$ cat src/rtl/multicycle_control_if.sv
// Control bundle between the multicycle main FSM and the MIPS datapath.
// The master side is the control FSM: it drives every strobe, mux select and
// ALUOp, and observes Opcode, Zero, MemReady and JumpReg from the datapath and
// the ALU control decoder.
interface multicycle_control_if;
    logic [5:0] Opcode;
    logic       JumpReg;
    logic       Zero;
    logic       MemReady;
    logic       PCWrite;
    logic       IorD;
    logic       MemRead;
    logic       MemWrite;
    logic       IRWrite;
    logic [1:0] RegDst;
    logic [1:0] MemtoReg;
    logic       RegWrite;
    logic       ALUSrcA;
    logic [1:0] ALUSrcB;
    logic [2:0] ALUOp;
    logic [1:0] PCSource;
    logic       IllegalOp;
    logic [3:0] State;

    modport master (
        input  Opcode, JumpReg, Zero, MemReady,
        output PCWrite, IorD, MemRead, MemWrite, IRWrite, RegDst, MemtoReg,
               RegWrite, ALUSrcA, ALUSrcB, ALUOp, PCSource, IllegalOp, State
    );

    modport slave (
        output Opcode, JumpReg, Zero, MemReady,
        input  PCWrite, IorD, MemRead, MemWrite, IRWrite, RegDst, MemtoReg,
               RegWrite, ALUSrcA, ALUSrcB, ALUOp, PCSource, IllegalOp, State
    );
endinterface

$ cat src/rtl/multicycle_control.sv
// Main control FSM for the multicycle MIPS datapath. Only the state is
// registered; every control output is decoded combinationally from the state
// and the live datapath inputs. Write strobes are gated off while reset is
// low so that a reset mid-instruction commits nothing.
module multicycle_control #(
    parameter bit HONOR_MEM_READY = 1'b1
) (
    input  logic                 clk,
    input  logic                 reset,
    multicycle_control_if.master bus
);

    typedef enum logic [3:0] {
        S_FETCH     = 4'd0,
        S_DECODE    = 4'd1,
        S_MEM_ADDR  = 4'd2,
        S_MEM_READ  = 4'd3,
        S_MEM_WB    = 4'd4,
        S_MEM_WRITE = 4'd5,
        S_EXEC_R    = 4'd6,
        S_R_WB      = 4'd7,
        S_EXEC_I    = 4'd8,
        S_I_WB      = 4'd9,
        S_BRANCH    = 4'd10,
        S_JUMP      = 4'd11
    } state_t;

    localparam logic [5:0] OP_RTYPE = 6'b000000;
    localparam logic [5:0] OP_J     = 6'b000010;
    localparam logic [5:0] OP_JAL   = 6'b000011;
    localparam logic [5:0] OP_BEQ   = 6'b000100;
    localparam logic [5:0] OP_BNE   = 6'b000101;
    localparam logic [5:0] OP_ADDI  = 6'b001000;
    localparam logic [5:0] OP_ANDI  = 6'b001100;
    localparam logic [5:0] OP_ORI   = 6'b001101;
    localparam logic [5:0] OP_LUI   = 6'b001111;
    localparam logic [5:0] OP_LW    = 6'b100011;
    localparam logic [5:0] OP_SW    = 6'b101011;

    state_t state_q, state_d;
    logic   mem_rdy;
    logic   en;          // low while reset is held: suppresses every strobe
    logic [2:0] imm_aluop;

    assign mem_rdy   = HONOR_MEM_READY ? bus.MemReady : 1'b1;
    assign en        = reset;
    assign bus.State = state_q;

    // ALU operation for the immediate-type instructions, shared by EXEC_I and I_WB
    always_comb begin
        imm_aluop = 3'b100;
        case (bus.Opcode)
            OP_ORI:  imm_aluop = 3'b101;
            OP_LUI:  imm_aluop = 3'b110;
            OP_ANDI: imm_aluop = 3'b010;
            default: imm_aluop = 3'b100;
        endcase
    end

    // State register: asynchronous return to FETCH on reset
    always_ff @(posedge clk or negedge reset) begin
        if (!reset) state_q <= S_FETCH;
        else        state_q <= state_d;
    end

    // Next-state and control output decode
    always_comb begin
        state_d       = S_FETCH;
        bus.PCWrite   = 1'b0;
        bus.IorD      = 1'b0;
        bus.MemRead   = 1'b0;
        bus.MemWrite  = 1'b0;
        bus.IRWrite   = 1'b0;
        bus.RegDst    = 2'b00;
        bus.MemtoReg  = 2'b00;
        bus.RegWrite  = 1'b0;
        bus.ALUSrcA   = 1'b0;
        bus.ALUSrcB   = 2'b00;
        bus.ALUOp     = 3'b000;
        bus.PCSource  = 2'b00;
        bus.IllegalOp = 1'b0;
        case (state_q)
            S_FETCH: begin
                bus.MemRead = en;
                bus.ALUSrcB = 2'b01;
                bus.ALUOp   = 3'b100;
                bus.IRWrite = en & mem_rdy;
                bus.PCWrite = en & mem_rdy;
                state_d     = mem_rdy ? S_DECODE : S_FETCH;
            end
            S_DECODE: begin
                bus.ALUSrcB = 2'b11;
                bus.ALUOp   = 3'b100;
                case (bus.Opcode)
                    OP_RTYPE:                         state_d = S_EXEC_R;
                    OP_ADDI, OP_ORI, OP_LUI, OP_ANDI: state_d = S_EXEC_I;
                    OP_LW, OP_SW:                     state_d = S_MEM_ADDR;
                    OP_BEQ, OP_BNE:                   state_d = S_BRANCH;
                    OP_J, OP_JAL:                     state_d = S_JUMP;
                    default: begin
                        state_d       = S_FETCH;
                        bus.IllegalOp = en;
                    end
                endcase
            end
            S_EXEC_R: begin
                bus.ALUSrcA = 1'b1;
                bus.ALUOp   = 3'b111;
                if (bus.JumpReg) begin
                    bus.PCSource = 2'b11;
                    bus.PCWrite  = en;
                    state_d      = S_FETCH;
                end else begin
                    state_d = S_R_WB;
                end
            end
            S_R_WB: begin
                bus.RegDst   = 2'b01;
                bus.RegWrite = en;
                bus.ALUOp    = 3'b111;
                state_d      = S_FETCH;
            end
            S_EXEC_I: begin
                bus.ALUSrcA = 1'b1;
                bus.ALUSrcB = 2'b10;
                bus.ALUOp   = imm_aluop;
                state_d     = S_I_WB;
            end
            S_I_WB: begin
                bus.RegWrite = en;
                bus.ALUOp    = imm_aluop;
                state_d      = S_FETCH;
            end
            S_MEM_ADDR: begin
                bus.ALUSrcA = 1'b1;
                bus.ALUSrcB = 2'b10;
                bus.ALUOp   = 3'b100;
                state_d     = (bus.Opcode == OP_LW) ? S_MEM_READ : S_MEM_WRITE;
            end
            S_MEM_READ: begin
                bus.IorD    = 1'b1;
                bus.MemRead = en;
                state_d     = mem_rdy ? S_MEM_WB : S_MEM_READ;
            end
            S_MEM_WB: begin
                bus.MemtoReg = 2'b01;
                bus.RegWrite = en;
                state_d      = S_FETCH;
            end
            S_MEM_WRITE: begin
                bus.IorD     = 1'b1;
                bus.MemWrite = en;
                state_d      = mem_rdy ? S_FETCH : S_MEM_WRITE;
            end
            S_BRANCH: begin
                bus.ALUSrcA  = 1'b1;
                bus.ALUOp    = 3'b001;
                bus.PCSource = 2'b01;
                bus.PCWrite  = en & ((bus.Opcode == OP_BNE) ? ~bus.Zero : bus.Zero);
                state_d      = S_FETCH;
            end
            S_JUMP: begin
                bus.PCSource = 2'b10;
                bus.PCWrite  = en;
                if (bus.Opcode == OP_JAL) begin
                    // PC still holds PC+4 here, so $31 captures the return address
                    bus.RegWrite = en;
                    bus.RegDst   = 2'b10;
                    bus.MemtoReg = 2'b10;
                end
                state_d = S_FETCH;
            end
            default: state_d = S_FETCH;
        endcase
    end

endmodule

$ cat src/flat_wrapper.sv
// flat-port wrapper written by rule: the top's interface ports become plain ports
module multicycle_control_flat 
#(
    parameter bit HONOR_MEM_READY = 1'b1
)
  (clk, reset, bus_Opcode, bus_JumpReg, bus_Zero, bus_MemReady, bus_PCWrite, bus_IorD, bus_MemRead, bus_MemWrite, bus_IRWrite, bus_RegDst, bus_MemtoReg, bus_RegWrite, bus_ALUSrcA, bus_ALUSrcB, bus_ALUOp, bus_PCSource, bus_IllegalOp, bus_State);
  multicycle_control_if bus_i ();
  input  logic clk;
  input  logic reset;
  input wire logic [$bits(bus_i.Opcode)-1:0] bus_Opcode;
  input wire logic [$bits(bus_i.JumpReg)-1:0] bus_JumpReg;
  input wire logic [$bits(bus_i.Zero)-1:0] bus_Zero;
  input wire logic [$bits(bus_i.MemReady)-1:0] bus_MemReady;
  output wire logic [$bits(bus_i.PCWrite)-1:0] bus_PCWrite;
  output wire logic [$bits(bus_i.IorD)-1:0] bus_IorD;
  output wire logic [$bits(bus_i.MemRead)-1:0] bus_MemRead;
  output wire logic [$bits(bus_i.MemWrite)-1:0] bus_MemWrite;
  output wire logic [$bits(bus_i.IRWrite)-1:0] bus_IRWrite;
  output wire logic [$bits(bus_i.RegDst)-1:0] bus_RegDst;
  output wire logic [$bits(bus_i.MemtoReg)-1:0] bus_MemtoReg;
  output wire logic [$bits(bus_i.RegWrite)-1:0] bus_RegWrite;
  output wire logic [$bits(bus_i.ALUSrcA)-1:0] bus_ALUSrcA;
  output wire logic [$bits(bus_i.ALUSrcB)-1:0] bus_ALUSrcB;
  output wire logic [$bits(bus_i.ALUOp)-1:0] bus_ALUOp;
  output wire logic [$bits(bus_i.PCSource)-1:0] bus_PCSource;
  output wire logic [$bits(bus_i.IllegalOp)-1:0] bus_IllegalOp;
  output wire logic [$bits(bus_i.State)-1:0] bus_State;
  assign bus_i.Opcode = bus_Opcode;
  assign bus_i.JumpReg = bus_JumpReg;
  assign bus_i.Zero = bus_Zero;
  assign bus_i.MemReady = bus_MemReady;
  assign bus_PCWrite = bus_i.PCWrite;
  assign bus_IorD = bus_i.IorD;
  assign bus_MemRead = bus_i.MemRead;
  assign bus_MemWrite = bus_i.MemWrite;
  assign bus_IRWrite = bus_i.IRWrite;
  assign bus_RegDst = bus_i.RegDst;
  assign bus_MemtoReg = bus_i.MemtoReg;
  assign bus_RegWrite = bus_i.RegWrite;
  assign bus_ALUSrcA = bus_i.ALUSrcA;
  assign bus_ALUSrcB = bus_i.ALUSrcB;
  assign bus_ALUOp = bus_i.ALUOp;
  assign bus_PCSource = bus_i.PCSource;
  assign bus_IllegalOp = bus_i.IllegalOp;
  assign bus_State = bus_i.State;
  multicycle_control #(.HONOR_MEM_READY(HONOR_MEM_READY)) u_core (.clk(clk), .reset(reset), .bus(bus_i));
endmodule
$ cat config.mk
export PLATFORM = sky130hd
export DESIGN_NAME = multicycle_control_flat
export DESIGN_NICKNAME = d
export VERILOG_FILES = /design/src/rtl/multicycle_control_if.sv /design/src/rtl/multicycle_control.sv /design/src/flat_wrapper.sv
export SDC_FILE = /design/constraint.sdc
export NUM_CORES = 1
export LEC_CHECK = 0
export CAP_MARGIN = 0
export CORE_MARGIN = 8
export CORE_UTILIZATION = 46
export CTS_BUF_LIST = sky130_fd_sc_hd__clkbuf_4
export CTS_CLUSTER_DIAMETER = 120
export CTS_CLUSTER_SIZE = 20
export DETAILED_ROUTE_END_ITERATION = 12
export PLACE_DENSITY_LB_ADDON = 0.3
export SLEW_MARGIN = 20
export SYNTH_ARGS = -nofsm -noshare
export SYNTH_HDL_FRONTEND = slang
export SYNTH_SLANG_ARGS = --single-unit
$ cat constraint.sdc
create_clock -name clk -period 5.4 [get_ports clk]
set_input_delay 1.35 -clock clk [delete_from_list [all_inputs] [get_ports clk]]
set_output_delay 1.35 -clock clk [all_outputs]
set_load 0.02 [all_outputs]
==> results of run 1 <==
[cell usage in the layout (no fill, tap or decap), types with 2 or more instances in the layout]
cell / count
a32oi_1: 3
nand2b_1: 2
nor3_1: 3
clkdlybuf4s50_1: 33
nand4_1: 2
a21oi_1: 6
dfrtp_1: 4
inv_1: 7
o22ai_1: 2
nand2_1: 7
nand3_1: 2
xnor2_1: 2
nor2_1: 15
a31oi_1: 3
clkbuf_4: 3
or3_1: 2
nand3b_1: 3
nor2b_1: 5
nor4_1: 2
and3_1: 4
and2_1: 3
o21ai_0: 5
[cells by family after synthesis]
kind of cell	count (synthesis)	share of synthesized area, %
compound gates	32	30.2
mux	1	1.34
xor+xnor	3	3.52
buf+inv	16	9.57
flops	4	13.4
simple gates	57	41.9
[worst paths after layout]
check / cells after the start / startpoint / to
min reg2reg: 1 / u_core.bus.State[3]$_DFF_PN0_ / u_core.bus.State[2]$_DFF_PN0_
max: 6 / bus_Opcode[1] / bus_RegDst[1]
max in group asynchronous: 1 / reset / u_core.bus.State[2]$_DFF_PN0_
max reg2reg: 3 / u_core.bus.State[1]$_DFF_PN0_ / u_core.bus.State[1]$_DFF_PN0_
min in group asynchronous: 1 / reset / u_core.bus.State[1]$_DFF_PN0_
min: 1 / u_core.bus.State[3]$_DFF_PN0_ / u_core.bus.State[2]$_DFF_PN0_
[stage by stage]
| step | utilization [%] | setup slack [ns] |
|---|---|---|
| after floorplan | - | 1.60 |
| after global placement | 69.8 | 0.558 |
| after detailed placement | 69.8 | 0.479 |
| after CTS | 71.3 | 0.478 |
| after global routing | 71.3 | 0.359 |
| final | 71.3 | 0.454 |
[where the power goes]
group | internal (uW) | switching (uW) | total [uW]
logic | 109 | 127 | 236
clock network | 24.8 | 11.0 | 35.8
registers | 37.3 | 36.1 | 73.4
[worst register-to-register path: stages (launching register included)]
cell	delay [ns]
dfrtp_1	0.73
inv_1	0.26
or4_1	0.58
o211ai_2	0.09
[layout make-up]
type	instances	area [sq um]
flip-flops and latches	4	100
multi-input cells	93	574
clock buffers	3	22.5
repair buffers	33	330
fillers	124	433
well taps	16	20.0
inverters	7	26.3
[routing by layer]
| metal | GRT usage, % | vias to the layer above | share of wire [%] | wire [um] |
|---|---|---|---|---|
| li1 | - | 470 | - | - |
| met1 | 20.4 | 449 | 46 | 1130 |
| met2 | 23.1 | 33 | 48 | 1180 |
| met3 | 3.15 | 2 | 5.3 | 129 |
| met4 | 5.15 | 0 | 0.61 | 15 |
| met5 | 0 | - | 0 | 0 |
==> impl_metrics.py, run 1 <==
metrics = {
    "clock_network": {
        "insertion_delay_ns": 0.23,
        "cts.sinks": 4,
        "clk_path_buf_depth": 2,
        "cts_tree": "built",
        "h-tree-depth": 1,
        "cts_setup_buffers": 0,
        "clockRootBuffer": "clkbuf_4",
        "numCtsBuffers": 3,
        "cts_resized": 0,
        "clkTransAtPathRegs_ns": 0.03,
        "cts_hold_buf": 0,
    },
    "yosys": {
        "synthFlopType": "dfrtp_1",
        "synth_fp_nets": 124,
        "synth.most_common_cell": "nor2_1",
        "ys_ff_latch": 4,
        "synth.top_cells.by_count": "nor2_1 (15), clkbuf_1 (7), inv_1 (7), nand2_1 (7), a21oi_1 (6)",
        "synth_top_area_share_pct": 13.4,
        "seq_area_frac_synth_pct": 13.4,
        "syn_inst": 113,
        "async_flop_share_pct": 100,
        "ys_types": 45,
        "synth_area_leaders": "dfrtp_1 (13%), nor2_1 (7.6%), nor2b_1 (4.2%)",
        "synth_area_sq_um": 746,
        "avgSynthCellArea_sq_um": 6.60,
        "synth_edf_count": 0,
        "ys.warnings.count": 0,
        "yosysTopAreaCell": "dfrtp_1",
    },
    "die": {
        "dieArea_sq_um": 3170,
        "rows": 14,
        "io_pins": 34,
        "core-area_sq_um": 1510,
        "die_h_um": 56.3,
        "die_x_um": 56.3,
        "start_util_pct": 49.5,
    },
    "global_routing": {
        "grt-ovfl-total": 0,
        "grt_first_pass_wirelength_um": 4180,
        "track_usage_pct": 15.2,
        "grt_pass1_vias": 877,
        "antenna_found_initial": 0,
        "grt_max_degree": 23,
    },
    "place": {
        "place_area_sq_um": 1050,
        "place_inst": 153,
        "numPortBuffers": 33,
        "place_congestion": 0.923,
        "dpl.hpwl_um": 1910,
    },
    "run": {
        "drv_cap": 0,
    },
    "status": {
        "status": "finished clean",
    },
    "timing": {
        "period_needed_ns": 4.95,
        "setup_violations": 0,
        "max_clock_freq_mhz": 202,
        "post-route-period-util_pct": 91.6,
        "final_hold_viol_count": 0,
        "final_max_slew_viol_count": 0,
        "tns_ns": 0,
        "rsz0062_at_grt": "false",
        "tightestPinTransition_ns": 0.627,
        "slew_headroom_pct": 58.2,
        "finClkSkew_ns": 0.000303,
        "fin_hold_ws_ns": 0.859,
    },
    "route": {
        "post-route-drc-count": 0,
        "firstDrtPassIters": 4,
        "vias": 954,
        "routedWlPerCell_um": 15.7,
        "drt_iter0_markers": 27,
        "wirelength_um": 2450,
        "via_per_inst": 6.12,
        "ant_nets": 0,
    },
    "worst_setup_path": {
        "critPathSlowestCell": "clkdlybuf4s50_1",
        "crit_family": "buffers and inverters",
        "worstPathMaxFanout": 9,
        "start_kind": "input port",
        "cp_common_cell": "clkdlybuf4s50_1",
        "end_kind": "primary output",
        "path_buf_inv": 2,
        "r2r_slack_ns": 3.66,
        "crit_chain": "clkdlybuf4s50_1 > or3b_4 > nor3_1 > and3_1 > and2_1 > clkdlybuf4s50_1",
        "critPathMaxStageDelay_ns": 0.62,
        "worstSetupPathType": "in -> out",
        "critPathArrivalTime_ns": 3.60,
        "required_ns": 4.05,
    },
    "cells_and_area": {
        "design_area_sq_um": 1070,
        "final_cells": 156,
        "area_growth_pct": 44.0,
        "drive_above_1_share_pct": 4.29,
        "antennaDiodeCount": 0,
        "nets": 153,
        "largest_reg_flops": 4,
    },
    "power_and_ir_drop": {
        "leakage_uw": 0.000418,
        "vdd_ir_drop_max_mv": 0.199,
        "p_total_uw": 345,
        "p_per_area_nw_per_um2": 321,
    },
    "hold_path": {
        "hp-class": "reg -> reg",
    },
}
Note: power is estimated with default switching activity, not from simulation.
==> inputs of run 2 (changes only) <==
--- a/config.mk
+++ b/config.mk
@@ -7,9 +7,8 @@
 export LEC_CHECK = 0
 export CAP_MARGIN = 0
 export CORE_MARGIN = 8
-export CORE_UTILIZATION = 46
+export CORE_UTILIZATION = 38
 export CTS_BUF_LIST = sky130_fd_sc_hd__clkbuf_4
-export CTS_CLUSTER_DIAMETER = 120
 export CTS_CLUSTER_SIZE = 20
 export DETAILED_ROUTE_END_ITERATION = 12
 export PLACE_DENSITY_LB_ADDON = 0.3
==> constraint.sdc (replaced) <==
create_clock -name clk -period 4.4 [get_ports clk]
set_input_delay 1.1 -clock clk [delete_from_list [all_inputs] [get_ports clk]]
set_output_delay 1.1 -clock clk [all_outputs]
set_load 0.02 [all_outputs]
==> impl_metrics.py, run 2 (synthesis results as in run 1) <==
metrics = {
    "clock_network": {
        "numCtsBuffers": 3,
        "clk_path_buf_depth": 2,
        "clkTransAtPathRegs_ns": 0.04,
        "cts_hold_buf": 0,
        "cts_resized": 0,
        "clockRootBuffer": "clkbuf_4",
        "h-tree-depth": 1,
        "cts_setup_buffers": 0,
        "cts.sinks": 4,
        "insertion_delay_ns": 0.23,
        "cts_tree": "built",
    },
    "timing": {
        "max_clock_freq_mhz": 234,
        "setup_violations": 0,
        "post-route-period-util_pct": 97.0,
        "rsz0062_at_grt": "false",
        "finClkSkew_ns": 0.00115,
        "period_needed_ns": 4.27,
        "tightestPinTransition_ns": 0.647,
        "final_hold_viol_count": 0,
        "final_max_slew_viol_count": 0,
        "tns_ns": 0,
        "slew_headroom_pct": 56.8,
    },
    "place": {
        "numPortBuffers": 33,
        "place_congestion": 0.867,
        "place_inst": 167,
        "dpl.hpwl_um": 1890,
    },
    "hold_path": {
        "hp-class": "reg -> reg",
        "worstHoldPathCells": 1,
    },
    "worst_setup_path": {
        "start_kind": "input port",
        "reg2reg_depth": 3,
        "critPathSlowestCell": "clkdlybuf4s50_1",
        "worstSetupPathType": "in -> out",
        "critPathMaxStageDelay_ns": 0.62,
        "required_ns": 3.30,
        "cp_common_cell": "clkdlybuf4s50_1",
        "r2r_slack_ns": 2.63,
        "critPathArrivalTime_ns": 3.17,
        "end_kind": "primary output",
        "worstPathMaxFanout": 5,
        "crit_chain": "clkdlybuf4s50_1 > or4b_1 > a21oi_1 > o211ai_1 > a31oi_1 > clkdlybuf4s50_1",
    },
    "power_and_ir_drop": {
        "p_total_uw": 425,
        "p_per_area_nw_per_um2": 383,
        "leakage_uw": 0.000432,
        "vdd_ir_drop_max_mv": 0.275,
    },
    "status": {
        "status": "finished clean",
    },
    "route": {
        "routedWlPerCell_um": 14.4,
        "firstDrtPassIters": 4,
        "post-route-drc-count": 0,
        "ant_nets": 0,
        "vias": 959,
        "wirelength_um": 2440,
        "drt_iter0_markers": 29,
        "via_per_inst": 5.64,
    },
    "die": {
        "die_h_um": 60.3,
        "io_pins": 34,
        "start_util_pct": 39.2,
        "die_x_um": 60.3,
        "rows": 16,
        "core-area_sq_um": 1900,
        "dieArea_sq_um": 3640,
    },
    "run": {
        "drv_cap": 0,
    },
    "global_routing": {
        "track_usage_pct": 13.0,
        "grt-ovfl-total": 0,
        "grt_max_degree": 23,
        "grt_first_pass_wirelength_um": 3730,
        "grt_pass1_vias": 828,
        "antenna_found_initial": 0,
    },
    "cells_and_area": {
        "nets": 156,
        "area_growth_pct": 48.8,
        "drive_above_1_share_pct": 6.29,
        "final_common_cell": "clkdlybuf4s50_1",
        "largest_reg_flops": 4,
        "antennaDiodeCount": 0,
        "final_cells": 170,
        "mostFrequentLayoutCells": "clkdlybuf4s50_1 (33), nor2_1 (15), inv_1 (7), nand2_1 (7), a21oi_1 (6)",
    },
}
## run 2: area by class of cell
cell class / instances / area, sq um
fillers: 171 / 792
multi-input cells: 93 / 574
repair buffers: 36 / 353
flip-flops and latches: 4 / 100
well taps: 27 / 33.8
inverters: 7 / 26.3
clock buffers: 3 / 22.5
## run 2: power by group
part / total (uW) / internal (uW) / leakage, uW / switching, uW
sequential: 90.8 / 45.7 / 0.0000537 / 45.1
combinational: 290 / 135 / 0.000365 / 155
clock: 44.2 / 30.4 / 0.0000138 / 13.7
## run 2: critical path, delay by kind of cell
family / cells / cell delay, ns
buffers and inverters: 2 / 1.16
AND/OR/NAND/NOR: 1 / 0.46
AO/OA/AOI/OAI: 3 / 0.45
## run 2: metal layers
layer | global-route usage (%) | share of wire (%) | vias up
li1 | - | - | 476
met1 | 15.3 | 42 | 434
met2 | 22.1 | 46 | 45
met3 | 1.72 | 10 | 4
met4 | 6.46 | 1.3 | 0
met5 | 0 | 0 | -
## run 2: path summary, 6_finish.rpt
check | startpoint | endpoint
worst max-delay path | bus_MemReady | bus_PCWrite
worst min-delay path | u_core.bus.State[3]$_DFF_PN0_ | u_core.bus.State[2]$_DFF_PN0_
worst max register to register | u_core.bus.State[1]$_DFF_PN0_ | u_core.bus.State[1]$_DFF_PN0_
worst min register to register | u_core.bus.State[3]$_DFF_PN0_ | u_core.bus.State[2]$_DFF_PN0_
max in group asynchronous | reset | u_core.bus.State[0]$_DFF_PN0_
min in group asynchronous | reset | u_core.bus.State[1]$_DFF_PN0_
## run 2: metrics by stage
| step | util, % | cell area (sq um) | hold WS [ns] | setup slack [ns] |
|---|---|---|---|---|
| 2_1_floorplan | - | 746 | 0.804 | 1.10 |
| 3_3_place_gp | 57.2 | 1090 | 0.828 | 0.179 |
| 3_5_place_dp | 57.2 | 1090 | 0.814 | 0.128 |
| 4_1_cts | 58.4 | 1110 | 0.824 | 0.125 |
| 5_1_grt | 58.4 | 1110 | 0.873 | 0.0157 |
| 6_report | 58.4 | 1110 | 0.823 | 0.133 |
==> inputs of run 3 (changes only) <==
--- a/config.mk
+++ b/config.mk
@@ -12,6 +12,7 @@
 export CTS_CLUSTER_SIZE = 20
 export DETAILED_ROUTE_END_ITERATION = 12
 export PLACE_DENSITY_LB_ADDON = 0.3
+export SETUP_SLACK_MARGIN = 0.5
 export SLEW_MARGIN = 20
 export SYNTH_ARGS = -nofsm -noshare
 export SYNTH_HDL_FRONTEND = slang
==> impl_metrics.py, run 3 (synthesis results as in run 1) <==
metrics = {
    "die": {
        "start_util_pct": 39.2,
        "rows": 16,
        "die_h_um": 60.3,
        "dieArea_sq_um": 3640,
        "io_pins": 34,
        "die_x_um": 60.3,
        "core-area_sq_um": 1900,
    },
    "cells_and_area": {
        "nets": 156,
        "largest_reg_flops": 4,
        "antennaDiodeCount": 0,
        "drive_above_1_share_pct": 11.9,
        "final_common_cell": "clkdlybuf4s50_1",
        "mostFrequentLayoutCells": "clkdlybuf4s50_1 (23), nor2_1 (14), inv_1 (7), nand2_1 (7), a21oi_1 (6)",
        "fillers": 177,
        "utilization_pct": 59.5,
        "area_growth_pct": 51.7,
    },
    "status": {
        "status": "finished clean",
    },
    "place": {
        "numPortBuffers": 33,
        "place_congestion": 0.867,
        "dpl.hpwl_um": 1890,
    },
    "run": {
        "drv_cap": 0,
    },
    "global_routing": {
        "met3_usage_pct": 1.72,
        "grt-busiest-layer": "met2",
        "use_met1_pct": 15.1,
        "antenna_found_initial": 0,
        "grt-ovfl-total": 0,
        "track_usage_pct": 13.0,
        "grt_max_degree": 23,
        "grt_pass1_vias": 823,
        "grt_first_pass_wirelength_um": 3710,
        "use_met2_pct": 22.4,
    },
    "timing": {
        "slew_headroom_pct": 57.2,
        "finClkSkew_ns": 0.00115,
        "post-route-period-util_pct": 88.2,
        "rsz0062_at_grt": "true",
        "setup_violations": 0,
        "tightestPinTransition_ns": 0.642,
        "final_max_slew_viol_count": 0,
        "final_hold_viol_count": 0,
        "max_clock_freq_mhz": 258,
        "fin_hold_ws_ns": 0.770,
        "period_needed_ns": 3.88,
        "tns_ns": 0,
    },
    "clock_network": {
        "clockRootBuffer": "clkbuf_4",
        "cts_setup_buffers": 0,
        "cts_tree": "built",
        "clkTransAtPathRegs_ns": 0.04,
        "cts.sinks": 4,
        "numCtsBuffers": 3,
        "cts_hold_buf": 0,
        "clk_path_buf_depth": 2,
        "insertion_delay_ns": 0.23,
        "h-tree-depth": 1,
    },
    "route": {
        "vias": 968,
        "wirelength_um": 2520,
        "drt_iter0_markers": 34,
        "ant_nets": 0,
        "routedWlPerCell_um": 14.8,
        "via_per_inst": 5.69,
        "firstDrtPassIters": 4,
        "post-route-drc-count": 0,
    },
    "power_and_ir_drop": {
        "vdd_ir_drop_max_mv": 0.277,
        "p_per_area_nw_per_um2": 374,
        "leakage_uw": 0.000478,
    },
    "worst_setup_path": {
        "r2r-end": "u_core.bus.State[1]$_DFF_PN0_",
        "worstReg2RegStart": "u_core.bus.State[1]$_DFF_PN0_",
        "r2r_slack_ns": 2.63,
        "worstPathMaxFanout": 7,
        "crit_path_end": "bus_IllegalOp",
        "end_kind": "primary output",
        "start_kind": "input port",
        "crit_family": "buffers and inverters",
        "critPathArrivalTime_ns": 2.78,
        "path_buf_inv": 3,
        "crit_start": "bus_Opcode[3]",
        "critPathSlowestCell": "clkdlybuf4s50_1",
        "crit_chain": "clkdlybuf4s50_1 > buf_4 > or2_1 > a2111oi_2 > a31oi_1 > nor2b_1 > dlygate4sd2_1",
        "critPathMaxStageDelay_ns": 0.42,
        "reg2reg_depth": 3,
        "required_ns": 3.30,
        "worstSetupPathType": "in -> out",
        "cp.depth": 7,
    },
    "hold_path": {
        "hp-class": "in -> async",
    },
}
## run 3: worst min path at each step
stage / start / to / slack [ns] / cells after the start
6_report: reset / u_core.bus.State[1]$_DFF_PN0_ / 0.77 / 1
5_1_grt: reset / u_core.bus.State[2]$_DFF_PN0_ / 0.77 / 1
4_1_cts: u_core.bus.State[3]$_DFF_PN0_ / u_core.bus.State[2]$_DFF_PN0_ / 0.82 / 1
3_5_place_dp: u_core.bus.State[3]$_DFF_PN0_ / u_core.bus.State[2]$_DFF_PN0_ / 0.81 / 1
3_3_place_gp: u_core.bus.State[3]$_DFF_PN0_ / u_core.bus.State[2]$_DFF_PN0_ / 0.83 / 1
2_1_floorplan: reset / u_core.bus.State[0]$_DFF_PN0_ / 0.80 / 0
## run 3: metal layers
layer | part of all wire [%] | vias to the layer above
met4 | 1.3 | 0
met5 | 0 | -
met3 | 8.8 | 4
li1 | - | 477
met2 | 47 | 47
met1 | 42 | 440
## run 3: where the power goes
group          switching, uW  leakage (uW)  total (uW)  internal [uW]
clock                   13.8     0.0000138        44.3           30.4
sequential              46.2     0.0000537        91.8           45.6
combinational            157      0.000411         287            130
## run 3: timing repair
action | CTS | global route
resized for setup | 16 | 8
setup endpoints to repair | 8 | 8
endpoints found under the hold margin | 0 | 0
## run 3: worst register-to-register path, cell delays in order (launching register included)
cell	delay, ns
dfrtp_1	0.74
inv_1	0.27
or4_1	0.58
o211ai_2	0.09
## run 3: final cells by class
cell class | instances | area [sq um] | share of cell area (%)
tap | 27 | 33.8 | 2.99
clock buffer | 3 | 22.5 | 1.99
multi-input combinational | 93 | 593 | 52.4
inverter | 7 | 26.3 | 2.32
timing repair buffer | 36 | 355 | 31.4
sequential | 4 | 100 | 8.85
## run 3: metrics by stage
stage | cell area, sq um | instances | setup slack [ns] | power (uW)
2_1_floorplan | 746 | 113 | 1.10 | 260
3_3_place_gp | 1090 | 167 | 0.179 | 378
3_5_place_dp | 1090 | 167 | 0.128 | 381
4_1_cts | 1110 | 170 | 0.430 | 423
5_1_grt | 1130 | 170 | 0.415 | 453
6_report | 1130 | 170 | 0.518 | 423
==> patch (flow settings as in run 2) <==
`HONOR_MEM_READY` is set to 1'b1 in 2 places; all go to 1'b0.
--- a/src/rtl/multicycle_control.sv
+++ b/src/rtl/multicycle_control.sv
@@ -3,7 +3,7 @@
 // and the live datapath inputs. Write strobes are gated off while reset is
 // low so that a reset mid-instruction commits nothing.
 module multicycle_control #(
-    parameter bit HONOR_MEM_READY = 1'b1
+    parameter bit HONOR_MEM_READY = 1'b0
 ) (
     input  logic                 clk,
     input  logic                 reset,
--- a/src/flat_wrapper.sv
+++ b/src/flat_wrapper.sv
@@ -1,7 +1,7 @@
 // flat-port wrapper written by rule: the top's interface ports become plain ports
 module multicycle_control_flat 
 #(
-    parameter bit HONOR_MEM_READY = 1'b1
+    parameter bit HONOR_MEM_READY = 1'b0
 )
   (clk, reset, bus_Opcode, bus_JumpReg, bus_Zero, bus_MemReady, bus_PCWrite, bus_IorD, bus_MemRead, bus_MemWrite, bus_IRWrite, bus_RegDst, bus_MemtoReg, bus_RegWrite, bus_ALUSrcA, bus_ALUSrcB, bus_ALUOp, bus_PCSource, bus_IllegalOp, bus_State);
   multicycle_control_if bus_i ();
Function: changed (a bounded check fails within 4 cycles, from zero or initial values and one cycle with reset low).
==> patch against run 2 <==
- synthesized area fell by 8.4%
- synthesized cell count fell by 12%
- sequential cell count did not move
- utilization rose by 4.3 points
- total power rose by 25%
- wire length fell by 7.1%
- final area fell by 3.6%
- worst setup slack got worse by 0.014 ns
- critical path type unchanged
- largest power group unchanged
- highest routed layer unchanged
==> patch: results (changes against run 2) <==
metric	value	unit	change
yosys_warnings	0		unchanged
wl_per_cell	14.3	um	-0.70%
r2r_end	u_core.bus.State[2]$_DFF_PN0_		
status	finished clean		
min_from	u_core.bus.State[0]$_DFF_PN0_		
synthFlopType	dfrtp_1		
synth_edf_count	0		unchanged
syn-num-nets	111		-10%
drtIter0Drc	16		-45%
grt_pass1_wl	3.91	mm	+5.0%
crit_fanout	6		+1
track_usage	14.1	%	+1.1 points
wirelength	2.27	mm	-7.1%
ys_seq_area_share	14.7	%	+1.2 points
relSlewSlack	57.7	%	+0.81 points
fillCellCount	172		+0.58%
ys_top_cells_by_area	dfrtp_1 15%, nand2b_1 5.5%, nor3_1 5.1%		
cts_buffers	3		unchanged
placed_cells	156		-6.6%
synth_common_cells	9 x nand2_1, 8 x nor2_1, 7 x nor3_1		
max-vdd-ir-drop	0.000276	V	+0.52%
syn_inst	100		-12%
vias_per_cell	5.55		-1.6%
ctsResizeCount	0		unchanged
portBuffers	32		-3.0%
htree_levels	1		unchanged
r2r_slack	2.64	ns	about the same
clockRootBuffer	clkbuf_4		
cp-end-kind	primary output		
clockBufferDepth	2		unchanged
place.gp.congestion	0.852		-1.7%
grt_start_max_net_pins	23		unchanged
clkTransAtPathRegs	0.04	ns	about the same
layout.nets	147		-5.8%
synthAdderAreaFrac	0	%	unchanged
synth.area.mux_share	0	%	-1.3 points
skew	0.00191	ns	+0.000766 ns
worstSetupStartpoint	bus_Opcode[2]		
timing.rr.start	u_core.bus.State[1]$_DFF_PN0_		
synth_xor_area_share	2.56	%	-0.96 points
critPathArrivalTime	3.18	ns	about the same
synth.distinct_cells	39		-13%
synth_compound_area_share	24.7	%	-5.5 points
max_stage_delay	0.62	ns	about the same
crit_path_end	bus_IllegalOp		
grt_pass1_vias	875		+5.7%
worstHoldPathCells	2		+1
dp_hpwl	1.81	mm	-3.9%
firstDrtPassIters	4		unchanged
reg2regPathDepth	4		+1
netSwitchingPower	0.000267	W	+25%
antenna_found_initial	0		unchanged
power_leakage	0.388	nW	-10%
drive_gt1_share	12.7	%	+6.4 points
hold_ws	0.791	ns	-0.0322 ns
async_flop_share	100	%	unchanged
min_path_type	reg2reg		
patch: changes by cell type in the layout (fill, tap and decap cells not counted), sizes merged, moves of 3 or more:
| cell | before | now |
|---|---|---|
| a32o | 0 | 3 |
| buf | 3 | 8 |
| a32oi | 3 | 0 |
| inv | 7 | 3 |
| nor3 | 3 | 7 |
| nor2 | 15 | 11 |
| nand2b | 2 | 6 |
patch: tightest hold or removal path, stage by stage, from the launching register on:
cell and delay, ns:
dfrtp_1 0.55, nand2_1 0.13, a21oi_1 0.06
patch: power groups by stage:
| stage | clock [W] | combinational (W) | sequential [W] |
|---|---|---|---|
| 2_1_floorplan | 0 | 0.000251 | 0.0000749 |
| 3_3_place_gp | 0 | 0.000378 | 0.000103 |
| 3_5_place_dp | 0 | 0.000379 | 0.000103 |
| 4_1_cts | 0.0000475 | 0.000381 | 0.000103 |
| 5_1_grt | 0.0000528 | 0.000410 | 0.000110 |
| 6_report | 0.0000469 | 0.000379 | 0.000104 |
patch: per-layer routing:
layer	vias to the layer above	routed length [um]	GRT usage, %
met3	5	129	3.91
met1	415	958	14.9
met2	21	1150	25.0
li1	442	-	-
met5	-	0	0
met4	0	29	6.64
patch: final cells by class:
class                      count  share of cell area [%]
inverter                       3                    1.05
clock buffer                   3                    2.11
tap                           25                    2.92
timing repair buffer          40                    35.6
sequential                     4                    9.36
multi-input combinational     84                    49.0
patch: through the flow:
stage	instance area, um^2	setup slack (ns)	util, %
after floorplan	683	1.00	-
after global placement	1050	0.111	61.3
after detailed placement	1050	0.135	61.3
after CTS	1070	0.113	62.6
after global routing	1070	0.0516	62.6
final	1070	0.119	62.6
